**config.mk**
```make
export PLATFORM = sky130hd
export DESIGN_NAME = decode_stage_pipe
export DESIGN_NICKNAME = d
export VERILOG_FILES = /design/src/rtl/decode_stage_pipe.sv
export SDC_FILE = /design/constraint.sdc
export NUM_CORES = 1
export LEC_CHECK = 0
export ABC_AREA = 1
export CAP_MARGIN = 15
export CORE_AREA = 5 5 89 91
export CTS_CLUSTER_SIZE = 8
export DETAILED_ROUTE_END_ITERATION = 10
export DIE_AREA = 0 0 94 96
export PLACE_DENSITY_LB_ADDON = 0.2
export SETUP_SLACK_MARGIN = 0.5
export SYNTH_ARGS = -nofsm -noshare
export SYNTH_HDL_FRONTEND = slang
export SYNTH_SLANG_ARGS = --single-unit
```
**constraint.sdc**
```tcl
create_clock -name Clock -period 1.8 [get_ports Clock]
set_input_delay 0.18 -clock Clock [delete_from_list [all_inputs] [get_ports Clock]]
set_output_delay 0.18 -clock Clock [all_outputs]
set_load 0.02 [all_outputs]
```
**src/rtl/decode_stage_pipe.sv**
```systemverilog
// rtl/decode_stage_pipe.sv - registered instruction decoder with 2-entry skid buffer and wrong-path squash
module decode_stage_pipe #(
  parameter int INSTR_W  = 16,
  parameter int DATA_W   = 8,
  parameter int ADDR_W   = 10,
  parameter int BR_OFF_W = 7,
  parameter int SQUASH_N = 1
) (
  input  logic                Clock,
  input  logic                Reset,
  input  logic                iValid,
  output logic                oReady,
  input  logic [INSTR_W-1:0]  wInstruction,
  input  logic                wZa,
  input  logic                wZb,
  input  logic                wCa,
  input  logic                wCb,
  input  logic                wNa,
  input  logic                wNb,
  input  logic                iFlush,
  output logic                oValid,
  input  logic                iReady,
  output logic                rBranch_taken,
  output logic                rJumpTaken,
  output logic                rMux_a_sel,
  output logic                rMux_b_sel,
  output logic [ADDR_W-1:0]   rBranch_dir,
  output logic [DATA_W-1:0]   rC
);

  // One decoded instruction as held in the output or skid register
  typedef struct packed {
    logic              br;
    logic              jmp;
    logic              mux_a;
    logic              mux_b;
    logic [ADDR_W-1:0] dir;
    logic [DATA_W-1:0] imm;
  } entry_t;

  localparam logic [2:0] SQ_LOAD = 3'(SQUASH_N);

  // Pure decode of an instruction plus the flags present at acceptance
  function automatic entry_t decode(input logic [INSTR_W-1:0] ins,
                                    input logic za, input logic zb,
                                    input logic ca, input logic cb,
                                    input logic na, input logic nb);
    entry_t     e;
    logic [5:0] op;
    logic       take;
    e    = '0;
    op   = ins[INSTR_W-1 -: 6];
    take = 1'b0;
    case (op)
      6'h0F, 6'h12, 6'h14, 6'h16, 6'h18: begin
        e.mux_a = 1'b1;
        e.imm   = ins[DATA_W-1:0];
      end
      6'h10, 6'h11, 6'h13, 6'h15, 6'h17: begin
        e.mux_b = 1'b1;
        e.imm   = ins[DATA_W-1:0];
      end
      6'h19: begin
        e.jmp = 1'b1;
        e.dir = ins[ADDR_W-1:0];
      end
      6'h1A: take = za;
      6'h1B: take = !za;
      6'h1C: take = ca;
      6'h1D: take = !ca;
      6'h1E: take = na;
      6'h1F: take = !na;
      6'h20: take = zb;
      6'h21: take = !zb;
      6'h22: take = cb;
      6'h23: take = !cb;
      6'h24: take = nb;
      6'h25: take = !nb;
      default: take = 1'b0;
    endcase
    if (take) begin
      e.br  = 1'b1;
      e.dir = {{(ADDR_W-BR_OFF_W){1'b0}}, ins[BR_OFF_W-1:0]};
    end
    return e;
  endfunction

  entry_t     out_q;
  entry_t     skid_q;
  entry_t     dec;
  logic       out_valid;
  logic       skid_valid;
  logic [2:0] squash_cnt;
  logic       accept;
  logic       transfer;
  logic       taken_xfer;
  logic       drop;
  logic       keep;

  assign dec        = decode(wInstruction, wZa, wZb, wCa, wCb, wNa, wNb);
  assign accept     = iValid & oReady;
  assign transfer   = out_valid & iReady;
  assign taken_xfer = transfer & (out_q.br | out_q.jmp);
  // Inputs accepted on a flush, on the edge a taken transfer leaves, or while
  // the squash counter runs are handshaken but never enter the pipeline.
  assign drop       = iFlush | (taken_xfer & (SQUASH_N != 0)) | (squash_cnt != 3'd0);
  assign keep       = accept & !drop;

  // Ready is simply "skid register is free", so it only falls a cycle after the skid fills
  assign oReady        = !skid_valid;
  assign oValid        = out_valid;
  assign rBranch_taken = out_q.br;
  assign rJumpTaken    = out_q.jmp;
  assign rMux_a_sel    = out_q.mux_a;
  assign rMux_b_sel    = out_q.mux_b;
  assign rBranch_dir   = out_q.dir;
  assign rC            = out_q.imm;

  // Output and skid registers: load, drain, squash-discard and flush
  always_ff @(posedge Clock or posedge Reset) begin
    if (Reset) begin
      out_valid  <= 1'b0;
      out_q      <= '0;
      skid_valid <= 1'b0;
      skid_q     <= '0;
    end else if (iFlush) begin
      out_valid  <= 1'b0;
      out_q      <= '0;
      skid_valid <= 1'b0;
      skid_q     <= '0;
    end else if (transfer) begin
      // Whatever sits in skid either moves up or, behind a taken transfer, is wrong-path
      skid_valid <= 1'b0;
      if (skid_valid && !taken_xfer) begin
        out_q <= skid_q;
      end else if (keep) begin
        out_q <= dec;
      end else begin
        out_valid <= 1'b0;
        out_q     <= '0;
      end
    end else if (keep) begin
      if (!out_valid) begin
        out_valid <= 1'b1;
        out_q     <= dec;
      end else begin
        skid_valid <= 1'b1;
        skid_q     <= dec;
      end
    end
  end

  // Squash counter: armed by a taken transfer leaving the stage, counts down on dropped inputs
  always_ff @(posedge Clock or posedge Reset) begin
    if (Reset) begin
      squash_cnt <= 3'd0;
    end else if (iFlush) begin
      squash_cnt <= 3'd0;
    end else if (taken_xfer) begin
      if (SQUASH_N == 0) squash_cnt <= 3'd0;
      else               squash_cnt <= SQ_LOAD - {2'b00, accept};
    end else if (accept && squash_cnt != 3'd0) begin
      squash_cnt <= squash_cnt - 3'd1;
    end
  end

endmodule

```
Word-level counts from Yosys, hierarchy flattened --
Index checks and enable logic that the tools add are counted.
Storage, ports and cells: memories 0, bits in latches 0, bits in read-only memories 0, logic and storage cells 105, output and inout bits 24, RAM bits 0, bits in registers 49
Operators by class: reductions and logical operators 24, mux-type cells 30, add/sub/neg operators 2, bitwise operators 7, magnitude comparators 0, eq/ne operators 27, shift operators 0, multipliers 0, divide/modulo/power cells 0
Operator list (count):
- two-way mux 22 bit | 10
- == test 6 x 5 -> 1 bit, second input constant | 16
- == test 6 bit, second input constant | 6
- two-way mux 10 bit | 2
- two-way mux 1 bit | 13
- case mux 1 bit (12 select lines) | 1
- nonzero test 3 bit | 4
- OR reduction 10 bit | 1
- OR reduction 5 bit | 2
- zero test 1 bit | 9
- two-way mux 3 bit | 3
- two-way mux 8 bit | 1
- == test 6 x 4 -> 1 bit, second input constant | 1
- != test 3 bit, second input constant | 2
- AND reduction 3 bit | 2
- AND 1 bit | 4
- AND reduction 2 bit | 2
- nonzero test 2 bit | 2
- != test 3 x 2 -> 1 bit, second input constant | 1
- bitwise OR 1 bit | 3
- subtractor 3 x 1 -> 3 bit, second input constant | 1
- logical AND 1 bit | 2
- != test 2 bit, second input constant | 1
- subtractor 1 x 1 -> 2 bit, first input constant | 1

Logic depth before layout (Yosys ltp) --
depth in word-level cells 10, gate-level depth with buffers 12

Worst setup path after synthesis --
Ideal clock, no wire load.
path kind reg2reg, start point register squash_cnt[0], end point register skid_q[21] (netlist bit), data required time 1.679 ns, path slack 0.140 ns, cell stages (with the launch flop) 12, data arrival time 1.539 ns, path buffers 1, path through dfrtp_1 inv_1 ha_1 nand2_1 nor2_1 inv_1 a21oi_2 nand2_1 nand2_2 inv_2 buf_6 a22o_1
Between the ends: word-level cells in the longest chain between the ends 6
Ends and longest elaborated chain:
- from (decl) | line 93 | logic [2:0] squash_cnt;
- from (signal assigned) | line 161 | else squash_cnt <= SQ_LOAD - {2'b00, accept};
- from (signal assigned) | line 163 | squash_cnt <= squash_cnt - 3'd1;
- nonzero test 3 bit | line 106 | assign drop = iFlush | (taken_xfer & (SQUASH_N != 0)) | (squash_cnt != 3'd0);
- bitwise OR 1 bit | line 106
- zero test 1 bit | line 107 | assign keep = accept & !drop;
- AND 1 bit | line 107
- nonzero test 2 bit (no line)
- AND reduction 3 bit (no line)
- to (signal assigned) | line 125 | skid_q <= '0;
- to (signal assigned) | line 130 | skid_q <= '0;
- to (signal assigned) | line 148 | skid_q <= dec;
- to (decl) | line 89 | entry_t skid_q;
Every way passes these cells. A chain may end at the register's enable or synchronous reset.

Final worst setup path --
Ends and elaborated chain as after synthesis.

==> results.tsv <==
metric	value	unit
utilization	58.15	%
port_buffers	50	
synth_top_area_share	45.58	%
r2r_end	skid_q[21]	
syn_nets	403	
setup_viol	0	
grt_max_degree	36	
path_buf_inv	4	
leakage	2.205	nW
fmax	598.8	MHz
finalWirelength	8.203	mm
cp_common_cell	nand2_4	
cts_tree	built	
ys_warn_count	0	
ys_ff_latch	49	
final_nets	507	
numPlacedInstances	551	
yosys.cell_types.count	31	
fp.dieH	96	um
grt_overflow	0	
hold_violations	0	
clockRootBuffer	clkbuf_8	
hold_path.class	in2async	
dpl.hpwl	5.526	mm
synth_mux_area_share	0	%
multiInputGateArea	1490	um^2
viasPerCell	5.036	
critPathCaptureType	flop	
finalClockSkew	0.01009	ns
fp.coreArea	7059	um^2
peakVddDrop	0.0004251	V
yosys-top-cells-area	dfrtp_1 46%, nand2_1 20%, nand3_1 6.7%, inv_1 4.7%, nor2_1 3.9%	
synthAdderAreaFrac	0.9302	%
synthCells	374	
path_cells	inv_2 -> ha_4 -> nand2_4 -> nor2_4 -> inv_4 -> a21oi_4 -> nand2_2 -> nand2_4 -> inv_6 -> buf_12 -> a22o_1	
syn_area_per_cell	7.193	um^2
startpoint_type	flop	
finalInstanceArea	4105	um^2
ant_nets	0	
maxSlewHeadroom	73.10	%
hold_buffers	0	
synth_xor_area_share	0	%
cts_max_level	2	
clock_latency	0.31	ns
fillers	649	
drv_cap	0	
dr.pass1.iters	5	
r2r_setup_slack	0.13	ns
placed_area	3631	um^2
synth_compound_area_share	12.05	%
start_util	38.11	%
synth_top_family_by_area	simple AND/OR/NAND/NOR gates	
layout_min_cycle_time	1.670	ns
layout-drive-gt1-share	27.82	%
instances_no_fill	577	
yosysSeqAreaShare	45.58	%
drc	0	
p_total	3.638	mW
num_vias	2906	
rr_worst_depth	11	
critPathLaunch	squash_cnt[0]	
cts_buffers	5	
path_max_fanout	7	
ios	51	
rows	31	
yosysTopAreaCell	dfrtp_1	
cts.clk_slew.worst_paths	0.10	ns
status	completed	
gp_congestion	0.9076	
ff_latch_area	1227	um^2
grt_pass1_wl	12.65	mm
regToRegStartpoint	squash_cnt[0]	
antenna_found_initial	0	
die-area	9024	um^2
power_density	886.1	nW/um^2
critical_path.max_stage_delay	0.40	ns
criticalPathCategory	reg2reg	
synth-simple-area-share	33.72	%
cp_data_required_time	1.99	ns
whs	0.2037	ns
synthesis.area	2690	um^2
dieWidth	94	um
drv_slew	0	
critPathTopFamily	flip-flops	
grt_pass1_vias	2751	
fin_crit_sh	92.78	%
track_usage	17.82	%
cts_sinks	49	
grt_setup_unrepaired	yes	
wire_per_inst	14.22	um
tightestPinTransition	0.4027	ns
crit_slowest_cell	dfrtp_1	
antenna_cells	0	
clockBufferDepth	2	
drt_iter0_drc	213	
crit_arrival	1.86	ns
syn_to_final_growth	52.60	%
==> through the flow <==
step	setup slack (ns)	TNS, ns
after CTS	0.1499	0
after detailed placement	-0.1340	-2.080
after global placement	-0.1351	-1.742
after floorplan	0.2326	0
after global routing	0.03885	0
final	0.1300	0
==> Yosys cell counts (all sizes together) <==
cell,n
nand3b,1
nand3,36
o21ai,20
o22ai,10
o211ai,2
nand4,1
o2bb2ai,1
o2111ai,1
nor2,30
inv,41
a22o,2
o31ai,2
dfrtp,49
nand2,152
a31oi,2
a21oi,12
clkbuf,2
buf,7
ha,2
o221ai,1
==> logic make-up (layout without fill, tap and decap cells) <==
group                      after synthesis  after routing
AOI/OAI and AO/OA                       53             53
buffers and inverters                   50            153
adders and majority gates                2              2
and+or+nand+nor                        220            221
DFF                                     49             49
==> power by group <==
| group | leakage (nW) | internal [mW] | switching [mW] |
|---|---|---|---|
| clock network | 0.0433 | 0.305 | 0.380 |
| registers | 0.673 | 1.21 | 0.0754 |
| logic | 1.49 | 0.715 | 0.953 |
| total | 2.20 | 2.23 | 1.41 |
==> worst max-delay path by stage <==
stage                     end  cells past startpoint  slack [ns]
6_report           skid_q[21]                     11        0.13
5_1_grt            skid_q[21]                     11        0.04
4_1_cts            skid_q[21]                     11        0.15
3_5_place_dp   rBranch_dir[2]                     13       -0.13
3_3_place_gp   rBranch_dir[4]                     13       -0.14
2_1_floorplan      skid_q[21]                     11        0.23
==> registers in the layout, summed over array words and instances (netlist names) <==
name,flops
squash_cnt,3
rMux_b_sel,1
oValid,1
skid_q,22
skid_valid,1
rJumpTaken,1
rBranch_taken,1
rMux_a_sel,1
rC,8
rBranch_dir,10
==> layer usage <==
metal	global-route usage [%]	part of all wire [%]	vias to the layer above	wire length, um
met2	30.63	51	103	4215
met4	5.897	2.1	0	169
li1	-	-	1410	-
met1	22.41	41	1373	3366
met5	0	0	-	0
met3	3.675	5.5	20	452
==> what timing repair did <==
| action | 4_1_cts | 5_1_grt |
|---|---|---|
| endpoints found under the setup margin | 71 | 49 |
| resized for setup | 50 | 63 |
| buffers inserted | 7 | 9 |
| pin swaps | 5 | 15 |
| hold endpoints to repair | 0 | 0 |
| gates cloned | 2 | 1 |
==> placed cells by master, fill, tap and decap left out, types with 3 or more instances in the layout <==
cell             synthesis  final
o21ai_2                  0      5
nand3_1                 36     35
clkdlybuf4s50_1          0     19
o22ai_2                  0      3
nand2_1                146    130
nor2_2                   1     10
dfrtp_1                 49     48
nor2_4                   1      5
a21oi_1                 11      9
buf_12                   0      4
o22ai_1                 10      7
o21ai_1                  1      6
buf_4                    1     39
nand2_2                  5     14
nand2_4                  1      7
inv_4                    1      5
inv_1                   34     27
buf_6                    1      9
inv_2                    6      6
nor2_1                  28     16
dlygate4sd2_1            0     28
clkbuf_8                 0      6
o21ai_0                 18      8
==> layout make-up <==
type / instances / area share [%]
multi-input combinational: 276 / 36.30
sequential: 49 / 29.90
timing repair buffer: 105 / 24.14
inverter: 41 / 4.450
tap: 99 / 3.017
clock buffer: 6 / 2.012
clock inverter: 1 / 0.1829
(Power assumes the default switching activity.)
